**src/rtl/mul_pkg.sv**
```systemverilog
// Shared types and helpers for the iterative RV32M/RV64M multiply unit.
package mul_pkg;

  typedef enum logic [1:0] {
    MUL    = 2'b00,
    MULH   = 2'b01,
    MULHSU = 2'b10,
    MULHU  = 2'b11
  } mul_op_e;

  typedef enum logic [1:0] {
    IDLE,
    BUSY,
    FIX,
    DONE
  } mul_state_e;

  // {rs1_signed, rs2_signed}; MUL keeps only the low half, which is sign-agnostic.
  function automatic logic [1:0] op_signed(input mul_op_e op);
    case (op)
      MULH:    return 2'b11;
      MULHSU:  return 2'b10;
      default: return 2'b00;
    endcase
  endfunction

endpackage

```
**src/rtl/mul_step.sv**
```systemverilog
// One shift-add iteration: adds mcand * digit, shifted left by shift, to the accumulator.
module mul_step #(
  parameter int XLEN = 32,
  parameter int BPC  = 4,
  parameter int SW   = (XLEN > 1) ? $clog2(XLEN) : 1
) (
  input  logic [2*XLEN-1:0] acc_in,
  input  logic [XLEN-1:0]   mcand,
  input  logic [BPC-1:0]    digit,
  input  logic [SW-1:0]     shift,
  output logic [2*XLEN-1:0] acc_out
);

  localparam int AW = 2 * XLEN;

  logic [AW-1:0] w_pp;

  always_comb begin
    w_pp    = {{XLEN{1'b0}}, mcand} * {{(AW-BPC){1'b0}}, digit};
    acc_out = acc_in + (w_pp << shift);
  end

endmodule

```
**src/rtl/mul_iter.sv**
```systemverilog
// Iterative multiply unit: magnitudes are multiplied BPC bits per cycle, then the
// sign is applied and the requested half is presented with its reservation tag.
module mul_iter
  import mul_pkg::*;
#(
  parameter int XLEN  = 32,
  parameter int BPC   = 4,
  parameter int TAG_W = 4
) (
  input  logic             clk,
  input  logic             rst_n,
  input  logic             flush,
  input  logic             in_valid,
  output logic             in_ready,
  input  logic [XLEN-1:0]  Vj,
  input  logic [XLEN-1:0]  Vk,
  input  logic [9:0]       Op,
  input  logic [TAG_W-1:0] in_tag,
  output logic             out_valid,
  input  logic             out_ready,
  output logic [XLEN-1:0]  y,
  output logic [TAG_W-1:0] out_tag
);

  localparam int N  = XLEN / BPC;
  localparam int CW = (N > 1) ? $clog2(N) : 1;
  localparam int SW = (XLEN > 1) ? $clog2(XLEN) : 1;
  localparam int AW = 2 * XLEN;

  mul_state_e       r_state;
  mul_op_e          r_op;
  logic [XLEN-1:0]  r_ma;
  logic [XLEN-1:0]  r_mb;
  logic [AW-1:0]    r_acc;
  logic [CW-1:0]    r_cnt;
  logic             r_neg;
  logic [TAG_W-1:0] r_tag;
  logic [XLEN-1:0]  r_y;
  logic [TAG_W-1:0] r_out_tag;
  logic             r_out_valid;

  mul_op_e          w_op;
  logic [1:0]       w_sgn;
  logic             w_sa;
  logic             w_sb;
  logic             w_accept;
  logic             w_last;
  logic [SW-1:0]    w_shift;
  logic [AW-1:0]    w_acc_next;
  logic [AW-1:0]    w_fixed;
  logic [XLEN-1:0]  w_result;
  logic             w_unused_op;

  assign w_op        = mul_op_e'(Op[8:7]);
  assign w_unused_op = ^{Op[9], Op[6:0]};
  assign w_sgn       = op_signed(w_op);
  assign w_sa        = w_sgn[1] & Vj[XLEN-1];
  assign w_sb        = w_sgn[0] & Vk[XLEN-1];

  assign in_ready = !flush & ((r_state == IDLE) | ((r_state == DONE) & out_ready));
  assign w_accept = in_valid & in_ready;
  assign w_last   = (r_cnt == CW'(N - 1));
  assign w_shift  = SW'(int'(r_cnt) * BPC);

  // r_mb shifts right each iteration, so the next digit is always its low BPC bits.
  mul_step #(
    .XLEN (XLEN),
    .BPC  (BPC),
    .SW   (SW)
  ) u_step (
    .acc_in  (r_acc),
    .mcand   (r_ma),
    .digit   (r_mb[BPC-1:0]),
    .shift   (w_shift),
    .acc_out (w_acc_next)
  );

  assign w_fixed  = r_neg ? -r_acc : r_acc;
  assign w_result = (r_op == MUL) ? w_fixed[XLEN-1:0] : w_fixed[AW-1:XLEN];

  always_ff @(posedge clk or negedge rst_n) begin
    if (!rst_n) begin
      r_state     <= IDLE;
      r_op        <= MUL;
      r_ma        <= '0;
      r_mb        <= '0;
      r_acc       <= '0;
      r_cnt       <= '0;
      r_neg       <= 1'b0;
      r_tag       <= '0;
      r_y         <= '0;
      r_out_tag   <= '0;
      r_out_valid <= 1'b0;
    end else if (flush) begin
      r_state     <= IDLE;
      r_out_valid <= 1'b0;
    end else if (w_accept) begin
      // Covers both IDLE and the back-to-back retire+accept from DONE.
      r_state     <= BUSY;
      r_op        <= w_op;
      r_ma        <= w_sa ? -Vj : Vj;
      r_mb        <= w_sb ? -Vk : Vk;
      r_neg       <= w_sa ^ w_sb;
      r_tag       <= in_tag;
      r_acc       <= '0;
      r_cnt       <= '0;
      r_out_valid <= 1'b0;
    end else begin
      case (r_state)
        BUSY: begin
          r_acc <= w_acc_next;
          r_mb  <= r_mb >> BPC;
          r_cnt <= r_cnt + CW'(1);
          if (w_last) r_state <= FIX;
        end
        FIX: begin
          r_y         <= w_result;
          r_out_tag   <= r_tag;
          r_out_valid <= 1'b1;
          r_state     <= DONE;
        end
        DONE: begin
          if (out_ready) begin
            r_out_valid <= 1'b0;
            r_state     <= IDLE;
          end
        end
        default: ;
      endcase
    end
  end

  assign out_valid = r_out_valid;
  assign y         = r_y;
  assign out_tag   = r_out_tag;

endmodule
```
**config.mk**
```make
export PLATFORM = sky130hd
export DESIGN_NAME = mul_iter
export DESIGN_NICKNAME = d
export VERILOG_FILES = /design/src/rtl/mul_pkg.sv /design/src/rtl/mul_step.sv /design/src/rtl/mul_iter.sv
export SDC_FILE = /design/constraint.sdc
export NUM_CORES = 1
export LEC_CHECK = 0
export BUFFER_PORTS_ARGS = -buffer_cell sky130_fd_sc_hd__buf_2
export CAP_MARGIN = 10
export CORE_AREA = 4 4 234 236
export DETAILED_ROUTE_END_ITERATION = 8
export DIE_AREA = 0 0 238 240
export PLACE_DENSITY_LB_ADDON = 0.3
export SYNTH_ARGS = -nofsm -noshare
export SYNTH_HDL_FRONTEND = slang
export SYNTH_HIERARCHICAL = 1
export SYNTH_SLANG_ARGS = --single-unit
export TNS_END_PERCENT = 1
```
**constraint.sdc**
```tcl
create_clock -name clk -period 12 [get_ports clk]
set_input_delay 0.6 -clock clk [delete_from_list [all_inputs] [get_ports clk]]
set_output_delay 0.6 -clock clk [all_outputs]
set_load 0.01 [all_outputs]
```
==> reports/results.tsv, run 1 <==
metric	value	unit
wire_per_inst	18.56	µm
synth_edf_count	0	
grt_usage	21.91	%
required	12.41	ns
async_flop_share	100.0	%
vias	19911	
ys_warn_count	6	
cts-root-buf	clkbuf_16	
finalNonFillerCells	3409	
numCtsBuffers	17	
clock_sinks	177	
clk_pin_slew_worst_paths	0.07	ns
die_h	240	µm
timing.final.max_slew_violations	0	
synth-seq-cells	177	
fmax	0.1066	GHz
synth_top_family_by_area	compound AO/OA/AOI/OAI gates	
syn2layout_area_growth	7.393	%
layout_min_cycle_time	9.380	ns
worstSetupPathType	reg -> reg	
route.met2.wl	28.79	mm
rsz0062_at_grt	false	
initial_utilization	39.69	%
yosys.area_share.simple	23.40	%
cts_tree	done	
hold_violations	0	
maxCapViolCount	0	
cts_hold_buf	0	
drt_iter0_drc	1588	
fin_skew	0.01473	ns
grt_pass1_vias	19093	
grt_max_degree	110	
synth_cell_types	100	
leakage	10.30	nW
setup_viol	0	
portBuffers	112	
setup.worst_path.end_class	flip-flop	
drc	0	
min_path_type	in -> async	
arrival	9.79	ns
max_slew_margin	21.37	%
dr.pass1.iters	5	
powerDensity	247.8	nW/µm²
synth_ff_type	dfrtp_1	
seq_area_frac_synth	21.28	%
cts_setup_buffers	0	
std_cell_rows	84	
path_max_fanout	33	
gp_congestion	0.9501	
wl_met1	29.19	mm
num_antenna_cells	0	
syn_inst	2722	
worstMarginPinSlew	1.175	ns
status	complete, no violations	
top_layer	met4	
post_cts_resized	0	
avgSynthCellArea	7.647	µm²
synthMuxAreaShare	5.055	%
wl_met3	3.397	mm
overflow	0	
drive_gt1_share	9.004	%
post-route-period-util	78.17	%
drt_wl_total	63.29	mm
cpPeakStageDelay	0.92	ns
drtAntennaViolNets	0	
ctsHtreeMaxLevel	4	
fin_tns_setup	0	ns
via_per_inst	5.841	
syn_area	20810	µm²
dieArea	57120	µm²
core	52450	µm²
fin_total_pwr	0.005539	W
dieWidth	238	µm
synthAdderAreaFrac	12.42	%
clock_path_buffers	2	
synth_compound_area_share	23.94	%
insertion_delay	0.50	ns
dp.cells	3378	
synthXorXnorAreaFrac	7.953	%
nets	2962	
antenna_found_initial	0	
grt_pass1_wl	102.3	mm
hold-worst-slack	0.2329	ns
setup.worst_path.start_class	flip-flop	
crit_path_top_delay_cell	dfrtp_1	
finalInstanceArea	22350	µm²
placed_cell_area	21740	µm²
dp_hpwl	49.03	mm
ios	121	
worst_ir_drop_vdd	0.1609	mV
-- synthesized netlist by cell type (6+ instances only) --
master | count | area, µm²
nor2_1 | 200 | 750.7
nand2b_1 | 25 | 156.4
dfrtp_1 | 177 | 4429
clkbuf_1 | 121 | 454.2
fa_1 | 61 | 1221
a21oi_1 | 219 | 1096
a211oi_1 | 22 | 165.2
or3_1 | 36 | 225.2
a31oi_1 | 27 | 168.9
xnor2_1 | 108 | 945.9
a221o_1 | 14 | 140.1
o31ai_1 | 25 | 187.7
nor4_1 | 20 | 125.1
a22oi_1 | 27 | 202.7
a211o_1 | 8 | 70.07
nand3b_1 | 9 | 67.56
or2_2 | 14 | 87.58
a221oi_1 | 14 | 122.6
and3_1 | 19 | 118.9
mux2_2 | 11 | 123.9
nand4_1 | 29 | 181.4
and2_1 | 109 | 681.9
o41ai_1 | 20 | 175.2
o22ai_1 | 20 | 125.1
o211ai_1 | 25 | 187.7
inv_1 | 157 | 589.3
o21bai_1 | 7 | 52.55
o311ai_0 | 6 | 52.55
xor2_1 | 81 | 709.4
nand3_1 | 42 | 210.2
o21ai_0 | 173 | 865.8
a21boi_0 | 6 | 45.04
buf_2 | 13 | 65.06
ha_1 | 109 | 1364
mux2i_1 | 58 | 580.6
mux4_2 | 13 | 292.8
or4_1 | 18 | 135.1
a21o_1 | 64 | 480.5
nand2_1 | 406 | 1524
nor2b_1 | 12 | 75.07
nor3_1 | 53 | 265.3
buf_1 | 21 | 78.83
o21a_1 | 11 | 82.58
-- final timing paths --
path,from,endpoint,slack (ns),cells after the start
worst max-delay path,r_mb[3]$_DFFE_PN0P_,r_acc[57]$_DFFE_PN0P_,2.62,28
worst min-delay path,rst_n,r_acc[8]$_DFFE_PN0P_,0.23,1
worst max register to register,r_mb[3]$_DFFE_PN0P_,r_acc[57]$_DFFE_PN0P_,2.62,28
worst min register to register,r_tag[2]$_DFFE_PN0P_,out_tag[2]$_DFFE_PN0P_,0.47,2
max in group asynchronous,rst_n,r_ma[20]$_DFFE_PN0P_,10.24,2
min in group clk,in_tag[1],r_tag[1]$_DFFE_PN0P_,0.29,3
-- worst max-delay path, delay by kind of cell, from the launching register on --
family | cells | cell delay (ns)
compound gates | 15 | 5.07
xor+xnor | 1 | 0.16
simple gates | 6 | 0.88
fa+ha+maj | 4 | 2.10
buf+inv | 2 | 0.15
flops | 1 | 0.92
-- cells in the final DEF (no fill, tap or decap), types with 11 or more instances in the layout --
| cell | instances |
|---|---|
| or4_1 | 18 |
| or3_1 | 36 |
| and2_1 | 108 |
| a31oi_1 | 27 |
| mux2i_1 | 58 |
| o211ai_1 | 25 |
| fa_1 | 61 |
| buf_2 | 111 |
| o22ai_1 | 20 |
| a22oi_1 | 27 |
| xnor2_1 | 108 |
| nor4_1 | 20 |
| a211oi_1 | 22 |
| o21ai_0 | 173 |
| and3_1 | 19 |
| ha_1 | 109 |
| a21oi_1 | 219 |
| inv_1 | 157 |
| clkbuf_16 | 17 |
| nor2b_1 | 12 |
| buf_4 | 14 |
| xor2_1 | 81 |
| nand2_1 | 405 |
| nor3_1 | 53 |
| o41ai_1 | 20 |
| o21a_1 | 11 |
| a221oi_1 | 14 |
| mux4_2 | 13 |
| o31ai_1 | 25 |
| dfrtp_1 | 176 |
| nor2_1 | 199 |
| a221o_1 | 14 |
| mux2_2 | 11 |
| a21o_1 | 64 |
| nand4_1 | 29 |
| or2_2 | 14 |
| nand3_1 | 42 |
| nand2b_1 | 25 |
-- where the power goes --
part	leakage [nW]	internal (W)	total, W	switching [W]
sequential	2.32	0.000706	0.000906	0.000201
clock	0.294	0.000348	0.000612	0.000264
combinational	7.69	0.00154	0.00402	0.00248
-- logic make-up after synthesis --
kind of cell / after synthesis
compound gates: 763
xor+xnor: 189
fa+ha+maj: 170
buf+inv: 319
flops: 177
mux: 85
other cells: 1
simple gates: 1018
-- flip-flops by register name, indices dropped and copies added (netlist names), 3 cells and up --
register,count
r_ma,32
r_tag,4
r_cnt,3
out_tag,4
y,32
r_mb,32
r_acc,64
-- layout make-up --
type                            count  area (µm²)
Tap cell                          688       860.8
Timing Repair Buffer              126       674.4
Sequential cell                   177        4431
Inverter                          160       600.6
Clock buffer                       19       432.9
Multi-Input combinational cell   2227       15170
Clock inverter                     12       180.2
Fill cell                        5327       30090
-- metal layers --
layer / track usage [%] / up-vias
li1: - / 9621
met1: 30.31 / 9565
met2: 35.04 / 627
met3: 3.109 / 98
met4: 8.144 / 0
met5: 0 / -
-- stage by stage --
step | utilization, % | worst slack (ns)
after floorplan | - | 4.823
after global placement | 41.45 | 2.975
after detailed placement | 41.45 | 2.901
after CTS | 42.62 | 2.834
after global routing | 42.62 | 1.979
final | 42.62 | 2.620
(Power assumes the default switching activity.)
==> inputs of run 2 (changes only) <==
- clock period: 12 -> 8.4 ns (I/O delays scaled with it)
==> run 2 against run 1 <==
Final cell count grew 2.1%. Sequential power grew 41%. Critical path type unchanged. Largest cell class unchanged. Highest routed layer unchanged. Worst setup slack lost 2.2 ns. Die area is the same. Clock power grew 43%. Sequential share of layout area shrank 0.49 points.
==> reports/results.tsv, run 2 (synthesis results as in run 1) <==
metric	value	unit
antenna_found_initial	0	
crit_path_top_delay_cell	fa_1	
clock_path_buffers	2	
layout_min_cycle_time	8.020	ns
powerDensity	363.7	nW/µm²
timing.final.max_slew_violations	0	
dieWidth	238	µm
core	52450	µm²
grt_pass1_vias	19449	
numCtsBuffers	17	
holdPathStages	3	
r2r_cells	31	
leakage	10.65	nW
drive_gt1_share	11.46	%
die_h	240	µm
min_path_type	in -> reg	
overflow	0	
drtAntennaViolNets	0	
insertion_delay	0.50	ns
ios	121	
grt_max_degree	110	
clk_pin_slew_worst_paths	0.07	ns
top_register	r_acc	
dp.cells	3446	
layout_common_cells	405 x nand2_1, 218 x a21oi_1, 199 x nor2_1	
syn2layout_area_growth	10.23	%
wire_per_inst	18.54	µm
final.setup.worst_slack	0.3796	ns
maxCapViolCount	0	
largest_reg_flops	64	
max_slew_margin	20.35	%
setup.worst_path.end_class	flip-flop	
via_per_inst	5.771	
nets	3032	
vias	20082	
drc	0	
clock_sinks	177	
rsz0062_at_grt	true	
rrSetupSlack	0.38	ns
num_antenna_cells	0	
hold_violations	0	
finalNonFillerCells	3480	
worstSetupPathType	reg -> reg	
required	8.74	ns
post-route-period-util	95.48	%
setup_viol	0	
dr.pass1.iters	6	
dp_slack	0.2577	ns
layout_commonest_cell	nand2_1	
path_max_fanout	32	
nFillCells	5301	
initial_utilization	39.69	%
setup.worst_path.start_class	flip-flop	
dieArea	57120	µm²
std_cell_rows	84	
fmax	0.1247	GHz
cts-root-buf	clkbuf_16	
grt_pass1_wl	104.3	mm
cpPeakStageDelay	0.53	ns
dp_hpwl	50.24	mm
portBuffers	112	
cts_tree	done	
worst_ir_drop_vdd	0.2059	mV
drt_iter0_drc	1527	
grt_usage	22.40	%
status	complete, no violations	
gp_congestion	0.9576	
worstMarginPinSlew	1.190	ns
ctsHtreeMaxLevel	4	
arrival	8.36	ns
drt_wl_total	64.52	mm
fin_skew	0.01738	ns
==> run 2: cell count changes in the layout (fill, tap and decap cells not counted), sizes merged <==
cell,before,now
inv,160,161
dlygate4sd3,0,1
buf,125,194
bufinv,4,3
clkinv,6,7
==> run 2: routing by layer <==
metal | up-vias | global-route usage [%] | share of wire, %
li1 | 9772 | - | -
met1 | 9658 | 30.55 | 46
met2 | 568 | 36.71 | 46
met3 | 84 | 3.166 | 5.0
met4 | 0 | 7.652 | 2.5
met5 | - | 0 | 0
==> run 2: final cells by class <==
class | count | area (µm²) | area share, %
tap | 688 | 860.8 | 3.752
multi-input combinational | 2227 | 15200 | 66.27
clock buffer | 19 | 442.9 | 1.930
sequential | 177 | 4434 | 19.33
inverter | 160 | 600.6 | 2.618
clock inverter | 13 | 173.9 | 0.7580
timing repair buffer | 196 | 1227 | 5.350
==> run 2: stage by stage <==
| step | cell area (µm²) | util [%] | TNS (ns) | total power [W] | hold slack, ns |
|---|---|---|---|---|---|
| finish | 22940 | 43.75 | 0 | 0.008345 | 0.1080 |
| global route | 22940 | 43.75 | -0.2073 | 0.009080 | 0.09992 |
| CTS | 22900 | 43.67 | 0 | 0.008245 | 0.07478 |
| detailed placement | 22280 | 42.48 | 0 | 0.007327 | 0.4520 |
| global placement | 22280 | 42.48 | 0 | 0.007235 | 0.4477 |
| floorplan | 20820 | - | 0 | 0.005562 | 0.1244 |
==> run 2: path summary, 6_finish.rpt <==
kind | from | endpoint
setup / recovery | r_mb[3]$_DFFE_PN0P_ | r_acc[58]$_DFFE_PN0P_
hold / removal | in_tag[1] | r_tag[1]$_DFFE_PN0P_
setup reg to reg | r_mb[3]$_DFFE_PN0P_ | r_acc[58]$_DFFE_PN0P_
hold reg to reg | y[12]$_DFFE_PN0P_ | y[12]$_DFFE_PN0P_
max in group asynchronous | rst_n | r_mb[1]$_DFFE_PN0P_
min in group asynchronous | rst_n | r_ma[0]$_DFFE_PN0P_
==> run 2: power breakdown <==
group	total, W	internal [W]	switching (W)
clock	0.000877	0.000480	0.000396
sequential	0.00128	0.00101	0.000275
combinational	0.00618	0.00252	0.00367
total	0.00835	0.00401	0.00434
==> run 2: repair_timing <==
action	CTS	global route
gates resized for setup	0	11
setup endpoints to repair	0	20
hold buffers	1	0
buffers inserted	0	1
endpoints found under the hold margin	68	0
==> run 2: worst max-delay path, delay by kind of cell, from the launching register on <==
family | cells | cell delay, ns
flip-flops | 1 | 0.42
AO/OA/AOI/OAI | 15 | 3.44
multiplexers | 3 | 0.76
XOR/XNOR | 1 | 0.17
AND/OR/NAND/NOR | 4 | 0.82
adder cells (fa/ha/maj) | 4 | 1.80
buffers and inverters | 4 | 0.42
